**config.mk**
```make
export PLATFORM = sky130hd
export DESIGN_NAME = core_sequencer
export DESIGN_NICKNAME = d
export VERILOG_FILES = /design/src/rtl/core_sequencer.sv
export SDC_FILE = /design/constraint.sdc
export NUM_CORES = 1
export LEC_CHECK = 0
export ABC_AREA = 1
export CORE_ASPECT_RATIO = 0.5
export CORE_MARGIN = 10
export CORE_UTILIZATION = 55
export CTS_CLUSTER_DIAMETER = 120
export DETAILED_ROUTE_END_ITERATION = 8
export DONT_BUFFER_PORTS = 1
export PLACE_DENSITY = 0.76
export SLEW_MARGIN = 20
export SYNTH_ARGS = -nofsm -noshare
export SYNTH_HDL_FRONTEND = slang
export SYNTH_SLANG_ARGS = --single-unit
export TNS_END_PERCENT = 100
```
**constraint.sdc**
```tcl
create_clock -name clk -period 2.63 [get_ports clk]
set_input_delay 0.1315 -clock clk [delete_from_list [all_inputs] [get_ports clk]]
set_output_delay 0.1315 -clock clk [all_outputs]
set_load 0.02 [all_outputs]
```
**src/rtl/core_sequencer.sv**
```systemverilog
// Multi-cycle instruction sequencer: steps each instruction through fetch, decode,
// execute, memory and writeback, and emits the datapath strobes and retire count.
module core_sequencer #(
    parameter int MUL_CYCLES = 4
) (
    input  logic        clk,
    input  logic        rst,
    input  logic        branch,
    input  logic        memRead,
    input  logic        memWrite,
    input  logic        regWrite,
    input  logic [2:0]  aluOp,
    input  logic        imem_ready,
    input  logic        dmem_ready,
    input  logic        halt_req,
    output logic        imemReq,
    output logic        irWrite,
    output logic        aluStart,
    output logic        dmemReq,
    output logic        dmemWe,
    output logic        rfWrite,
    output logic        pcWrite,
    output logic        pcBranch,
    output logic        halted,
    output logic [2:0]  state,
    output logic [31:0] instret
);

    typedef enum logic [2:0] {
        S_FETCH  = 3'd0,
        S_DECODE = 3'd1,
        S_EXEC   = 3'd2,
        S_MEM    = 3'd3,
        S_WB     = 3'd4,
        S_HALT   = 3'd5
    } state_e;

    localparam logic [2:0] OP_MUL   = 3'b100;
    localparam logic [2:0] OP_NOP   = 3'b111;
    localparam logic [3:0] MUL_LOAD = 4'(MUL_CYCLES - 1);

    state_e      state_q;
    logic [3:0]  mul_cnt_q;
    logic        exec_first_q;
    logic [31:0] instret_q;
    logic [31:0] instret_d;
    logic        mul_wait_s;
    logic        retire_s;
    state_e      ret_next_s;

    // Retire detection and post-retire destination.
    always_comb begin
        mul_wait_s = (aluOp == OP_MUL) && (mul_cnt_q != 4'd0);
        instret_d  = instret_q + 32'd1;
        if (halt_req) begin
            ret_next_s = S_HALT;
        end else begin
            ret_next_s = S_FETCH;
        end
        case (state_q)
            S_EXEC:  retire_s = !mul_wait_s && !(memRead || memWrite) && !regWrite;
            S_MEM:   retire_s = dmem_ready && !memRead;
            S_WB:    retire_s = 1'b1;
            default: retire_s = 1'b0;
        endcase
    end

    // Sequencer state, multiply countdown and retire counter.
    always_ff @(posedge clk) begin
        if (rst) begin
            state_q      <= S_FETCH;
            mul_cnt_q    <= 4'd0;
            exec_first_q <= 1'b0;
            instret_q    <= 32'd0;
        end else begin
            exec_first_q <= 1'b0;
            if (retire_s) begin
                instret_q <= instret_d;
            end
            case (state_q)
                S_FETCH: begin
                    if (imem_ready) begin
                        state_q <= S_DECODE;
                    end
                end
                S_DECODE: begin
                    mul_cnt_q    <= MUL_LOAD;
                    exec_first_q <= 1'b1;
                    state_q      <= S_EXEC;
                end
                S_EXEC: begin
                    if (mul_wait_s) begin
                        mul_cnt_q <= mul_cnt_q - 4'd1;
                    end else if (memRead || memWrite) begin
                        state_q <= S_MEM;
                    end else if (regWrite) begin
                        state_q <= S_WB;
                    end else begin
                        state_q <= ret_next_s;
                    end
                end
                S_MEM: begin
                    if (dmem_ready) begin
                        state_q <= memRead ? S_WB : ret_next_s;
                    end
                end
                S_WB: begin
                    state_q <= ret_next_s;
                end
                S_HALT: begin
                    if (!halt_req) begin
                        state_q <= S_FETCH;
                    end
                end
                default: begin
                    state_q <= S_FETCH;
                end
            endcase
        end
    end

    // Strobes decode from state and handshakes; reset masks every one of them.
    always_comb begin
        imemReq  = !rst && (state_q == S_FETCH);
        irWrite  = !rst && (state_q == S_FETCH) && imem_ready;
        aluStart = !rst && (state_q == S_EXEC) && exec_first_q;
        dmemReq  = !rst && (state_q == S_MEM);
        dmemWe   = !rst && (state_q == S_MEM) && memWrite;
        rfWrite  = !rst && (state_q == S_WB) && regWrite && (aluOp != OP_NOP);
        pcWrite  = !rst && retire_s;
        pcBranch = !rst && retire_s && branch;
        halted   = !rst && (state_q == S_HALT);
        if (rst) begin
            state   = 3'd0;
            instret = 32'd0;
        end else begin
            state   = state_q;
            instret = instret_q;
        end
    end

endmodule

```
==> impl_metrics.prom <==
# TYPE chip_impl_metric gauge
chip_impl_info{name="status",value="complete, no violations"} 1
chip_impl_metric{name="slew_hr",unit="%"} 53.0
chip_impl_metric{name="first_global_vias",unit=""} 2667
chip_impl_metric{name="die_h",unit="µm"} 69.6
chip_impl_metric{name="drt_pass1_iterations",unit=""} 5
chip_impl_info{name="cp_slowest_cell",value="sky130_fd_sc_hd__dfxtp_1"} 1
chip_impl_metric{name="routed_wire_length",unit="µm"} 7120
chip_impl_metric{name="cts.reportedPaths.clkPinSlew",unit="ns"} 0.07
chip_impl_metric{name="peakVddDrop",unit="V"} 0.000395
chip_impl_metric{name="routabilityCongestion",unit=""} 0.871
chip_impl_metric{name="hold_viol_final",unit=""} 0
chip_impl_metric{name="grt_antenna_before_repair",unit=""} 0
chip_impl_metric{name="n_antenna_cell",unit=""} 0
chip_impl_metric{name="dp.final_hpwl",unit="µm"} 5370
chip_impl_metric{name="synth-seq-area-share",unit="%"} 29.6
chip_impl_metric{name="crit_path_max_incr_delay",unit="ns"} 0.45
chip_impl_metric{name="start_util",unit="%"} 59.2
chip_impl_metric{name="power_per_cell_area",unit="nW/µm²"} 549
chip_impl_metric{name="dpl.cell_count",unit=""} 520
chip_impl_metric{name="grt.overflow.total",unit=""} 0
chip_impl_metric{name="cts_num_sinks",unit=""} 40
chip_impl_metric{name="leakage",unit="µW"} 0.00101
chip_impl_metric{name="postSynthAreaPerCell",unit="µm²"} 5.83
chip_impl_metric{name="critical_path_required",unit="ns"} 2.50
chip_impl_metric{name="buffer_ports.inserted",unit=""} 0
chip_impl_metric{name="numCtsBuffers",unit=""} 5
chip_impl_metric{name="crit_path_max_fanout",unit=""} 26
chip_impl_metric{name="via_count",unit=""} 2856
chip_impl_metric{name="worst_case_clock_buffer_depth",unit=""} 2
chip_impl_metric{name="detail_route.vias_per_cell",unit=""} 5.40
chip_impl_metric{name="wl_per_cell",unit="µm"} 13.4
chip_impl_metric{name="share_of_the_clock_period_used_by_the_worst_path",unit="%"} 80.8
chip_impl_metric{name="fin_tns_setup",unit="ns"} 0
chip_impl_metric{name="timing.max_cap.violations",unit=""} 0
chip_impl_metric{name="syn-cell-area",unit="µm²"} 2710
chip_impl_metric{name="layout.cells.non_filler",unit=""} 529
chip_impl_metric{name="post_dp_cell_area",unit="µm²"} 2730
chip_impl_metric{name="clock_skew",unit="ns"} 0.00647
chip_impl_metric{name="area_enclosed_by_the_die_boundary",unit="µm²"} 8300
chip_impl_info{name="final_common_cell",value="sky130_fd_sc_hd__nor2_1"} 1
chip_impl_metric{name="drc_errors",unit=""} 0
chip_impl_info{name="worst_path_cell_trace",value="nand3_1 > nor2_1 > nand2_1 > nand2_2 > nand2_1 > nor2_1"} 1
chip_impl_metric{name="detailedRoute.firstIterationViolations",unit=""} 210
chip_impl_metric{name="achievable-frequency",unit="MHz"} 471
chip_impl_metric{name="nFillCells",unit=""} 465
chip_impl_metric{name="design.core.area",unit="µm²"} 4570
chip_impl_info{name="tritoncts",value="yes"} 1
chip_impl_metric{name="drive_gt1_share",unit="%"} 5.83
chip_impl_metric{name="ys_ff_latch",unit=""} 40
chip_impl_metric{name="postLayoutCellArea",unit="µm²"} 2830
chip_impl_metric{name="synthToLayoutAreaGrowth",unit="%"} 4.53
chip_impl_metric{name="postSynthCellCount",unit=""} 464
chip_impl_metric{name="final_antenna_violating_net_count",unit=""} 0
chip_impl_metric{name="final_nets",unit=""} 477
chip_impl_metric{name="row_cnt",unit=""} 17
chip_impl_info{name="grt_setup_unrepaired",value="no"} 1
chip_impl_metric{name="grt_max_degree",unit=""} 43
chip_impl_info{name="hold_path.class",value="input pin to register"} 1
chip_impl_info{name="worst-setup-path-type",value="register to output port"} 1
chip_impl_metric{name="pin_count",unit=""} 56
chip_impl_metric{name="final_period_minus_worst_setup_slack",unit="ns"} 2.13
chip_impl_info{name="layout_common_cells",value="122 x sky130_fd_sc_hd__nor2_1, 94 x sky130_fd_sc_hd__nand2_1, 70 x sky130_fd_sc_hd__inv_1"} 1
chip_impl_metric{name="die-width",unit="µm"} 119
chip_impl_info{name="setup.worst_path.start_class",value="register"} 1
chip_impl_metric{name="report.final.slew_viol_count",unit=""} 0
chip_impl_metric{name="grt_first_pass_wirelength",unit="µm"} 12300
chip_impl_metric{name="worst_ep_arrival_time",unit="ns"} 1.99
chip_impl_metric{name="post_synth_num_cell_types",unit=""} 27
chip_impl_metric{name="synthesis.yosys.warnings",unit=""} 0
chip_impl_metric{name="gr-usage-all-layers",unit="%"} 17.2
chip_impl_info{name="clk_root_buffer_cell",value="sky130_fd_sc_hd__clkbuf_8"} 1
chip_impl_metric{name="syn-num-nets",unit=""} 479
chip_impl_info{name="critical_path.endpoint_type",value="output port"} 1
chip_impl_metric{name="cts_resized",unit=""} 0
chip_impl_metric{name="worstMarginPinSlew",unit="ns"} 0.703
chip_impl_metric{name="clkLatencyLatePin",unit="ns"} 0.30
chip_impl_metric{name="cts-htree-levels",unit=""} 2
chip_impl_metric{name="layout.core_utilization",unit="%"} 61.9
chip_impl_metric{name="setup_viol",unit=""} 0
-- repair_timing --
action,4_1_cts,5_1_grt
hold endpoints to repair,10,0
hold buffers,1,0
buffers inserted,0,0
-- report_power, final --
group	total (µW)	internal, µW	switching [µW]	leakage, µW
Sequential	700	654	46.5	0.000323
Clock	437	210	228	0.0000510
Combinational	417	119	298	0.000641
-- metal layers --
metal	part of all wire, %	GRT usage [%]	vias up
met2	44	27.9	113
met5	0	0	-
li1	-	-	1442
met1	45	21.2	1295
met3	9.8	6.23	6
met4	0.67	3.99	0
-- layout make-up --
cell class	instances	area, µm²	share of cell area (%)
clock buffers	6	82.6	2.92
well taps	66	82.6	2.92
inverters	71	267	9.42
clock inverters	2	10.0	0.354
multi-input cells	340	1550	54.9
repair buffers	4	32.5	1.15
flip-flops and latches	40	801	28.3
-- cell usage after synthesis --
cell type	count	area share, %
sky130_fd_sc_hd__nor3_1	5	0.92
sky130_fd_sc_hd__nand3b_1	2	0.55
sky130_fd_sc_hd__buf_6	4	1.7
sky130_fd_sc_hd__buf_4	1	0.28
sky130_fd_sc_hd__a31oi_1	8	1.8
sky130_fd_sc_hd__xor2_1	5	1.6
sky130_fd_sc_hd__inv_1	70	9.7
sky130_fd_sc_hd__nand3_2	2	0.74
sky130_fd_sc_hd__nor2_4	3	1.2
sky130_fd_sc_hd__nand2_2	5	1.2
sky130_fd_sc_hd__nor3b_1	1	0.28
sky130_fd_sc_hd__nor2_1	122	17
sky130_fd_sc_hd__a21oi_1	20	3.7
sky130_fd_sc_hd__buf_1	1	0.14
sky130_fd_sc_hd__o21ai_0	17	3.1
sky130_fd_sc_hd__nand3_1	35	6.5
sky130_fd_sc_hd__nand2_1	94	13
sky130_fd_sc_hd__o211ai_1	1	0.28
sky130_fd_sc_hd__inv_2	1	0.14
sky130_fd_sc_hd__buf_2	2	0.37
sky130_fd_sc_hd__clkbuf_1	5	0.69
sky130_fd_sc_hd__nor2_2	5	1.2
sky130_fd_sc_hd__o22a_1	1	0.32
sky130_fd_sc_hd__o2111ai_1	1	0.32
sky130_fd_sc_hd__dfxtp_1	40	30
sky130_fd_sc_hd__nand4_1	10	2.3
sky130_fd_sc_hd__ha_1	3	1.4
-- state kept, by name (all words and copies together) (netlist names) --
signal        count
instret_q        32
mul_cnt_q         4
state_q           3
exec_first_q      1
-- logic make-up (layout without fill, tap and decap cells) --
logic type / count (synthesis) / in the layout / share of synthesized area (%)
XOR/XNOR: 5 / 5 / 1.62
adder cells (fa/ha/maj): 3 / 3 / 1.39
AND/OR/NAND/NOR: 284 / 284 / 44.8
buffers and inverters: 84 / 83 / 13.0
AO/OA/AOI/OAI: 48 / 48 / 9.62
flip-flops: 40 / 40 / 29.6
-- through the flow --
stage               setup slack, ns  power, µW  hold WS, ns
floorplan                      1.07       1060        0.319
global placement              0.839       1110        0.206
detailed placement            0.747       1120        0.211
CTS                           0.511       1560       0.0319
global route                  0.313       1650       0.0354
finish                        0.505       1550       0.0337
-- final timing paths --
check        slack (ns)          from  cells past startpoint            end
max                0.50    state_q[1]                      6       pcBranch
min                0.03      halt_req                      2     state_q[2]
max reg2reg        0.69    state_q[1]                      9  instret_q[22]
min reg2reg        0.48  mul_cnt_q[0]                      2   mul_cnt_q[0]
-- worst max-delay path, delay by kind of cell, from the launching register on --
family           cells  cell delay, ns
AND/OR/NAND/NOR      6            1.25
flip-flops           1            0.45
(Power assumes the default switching activity.)
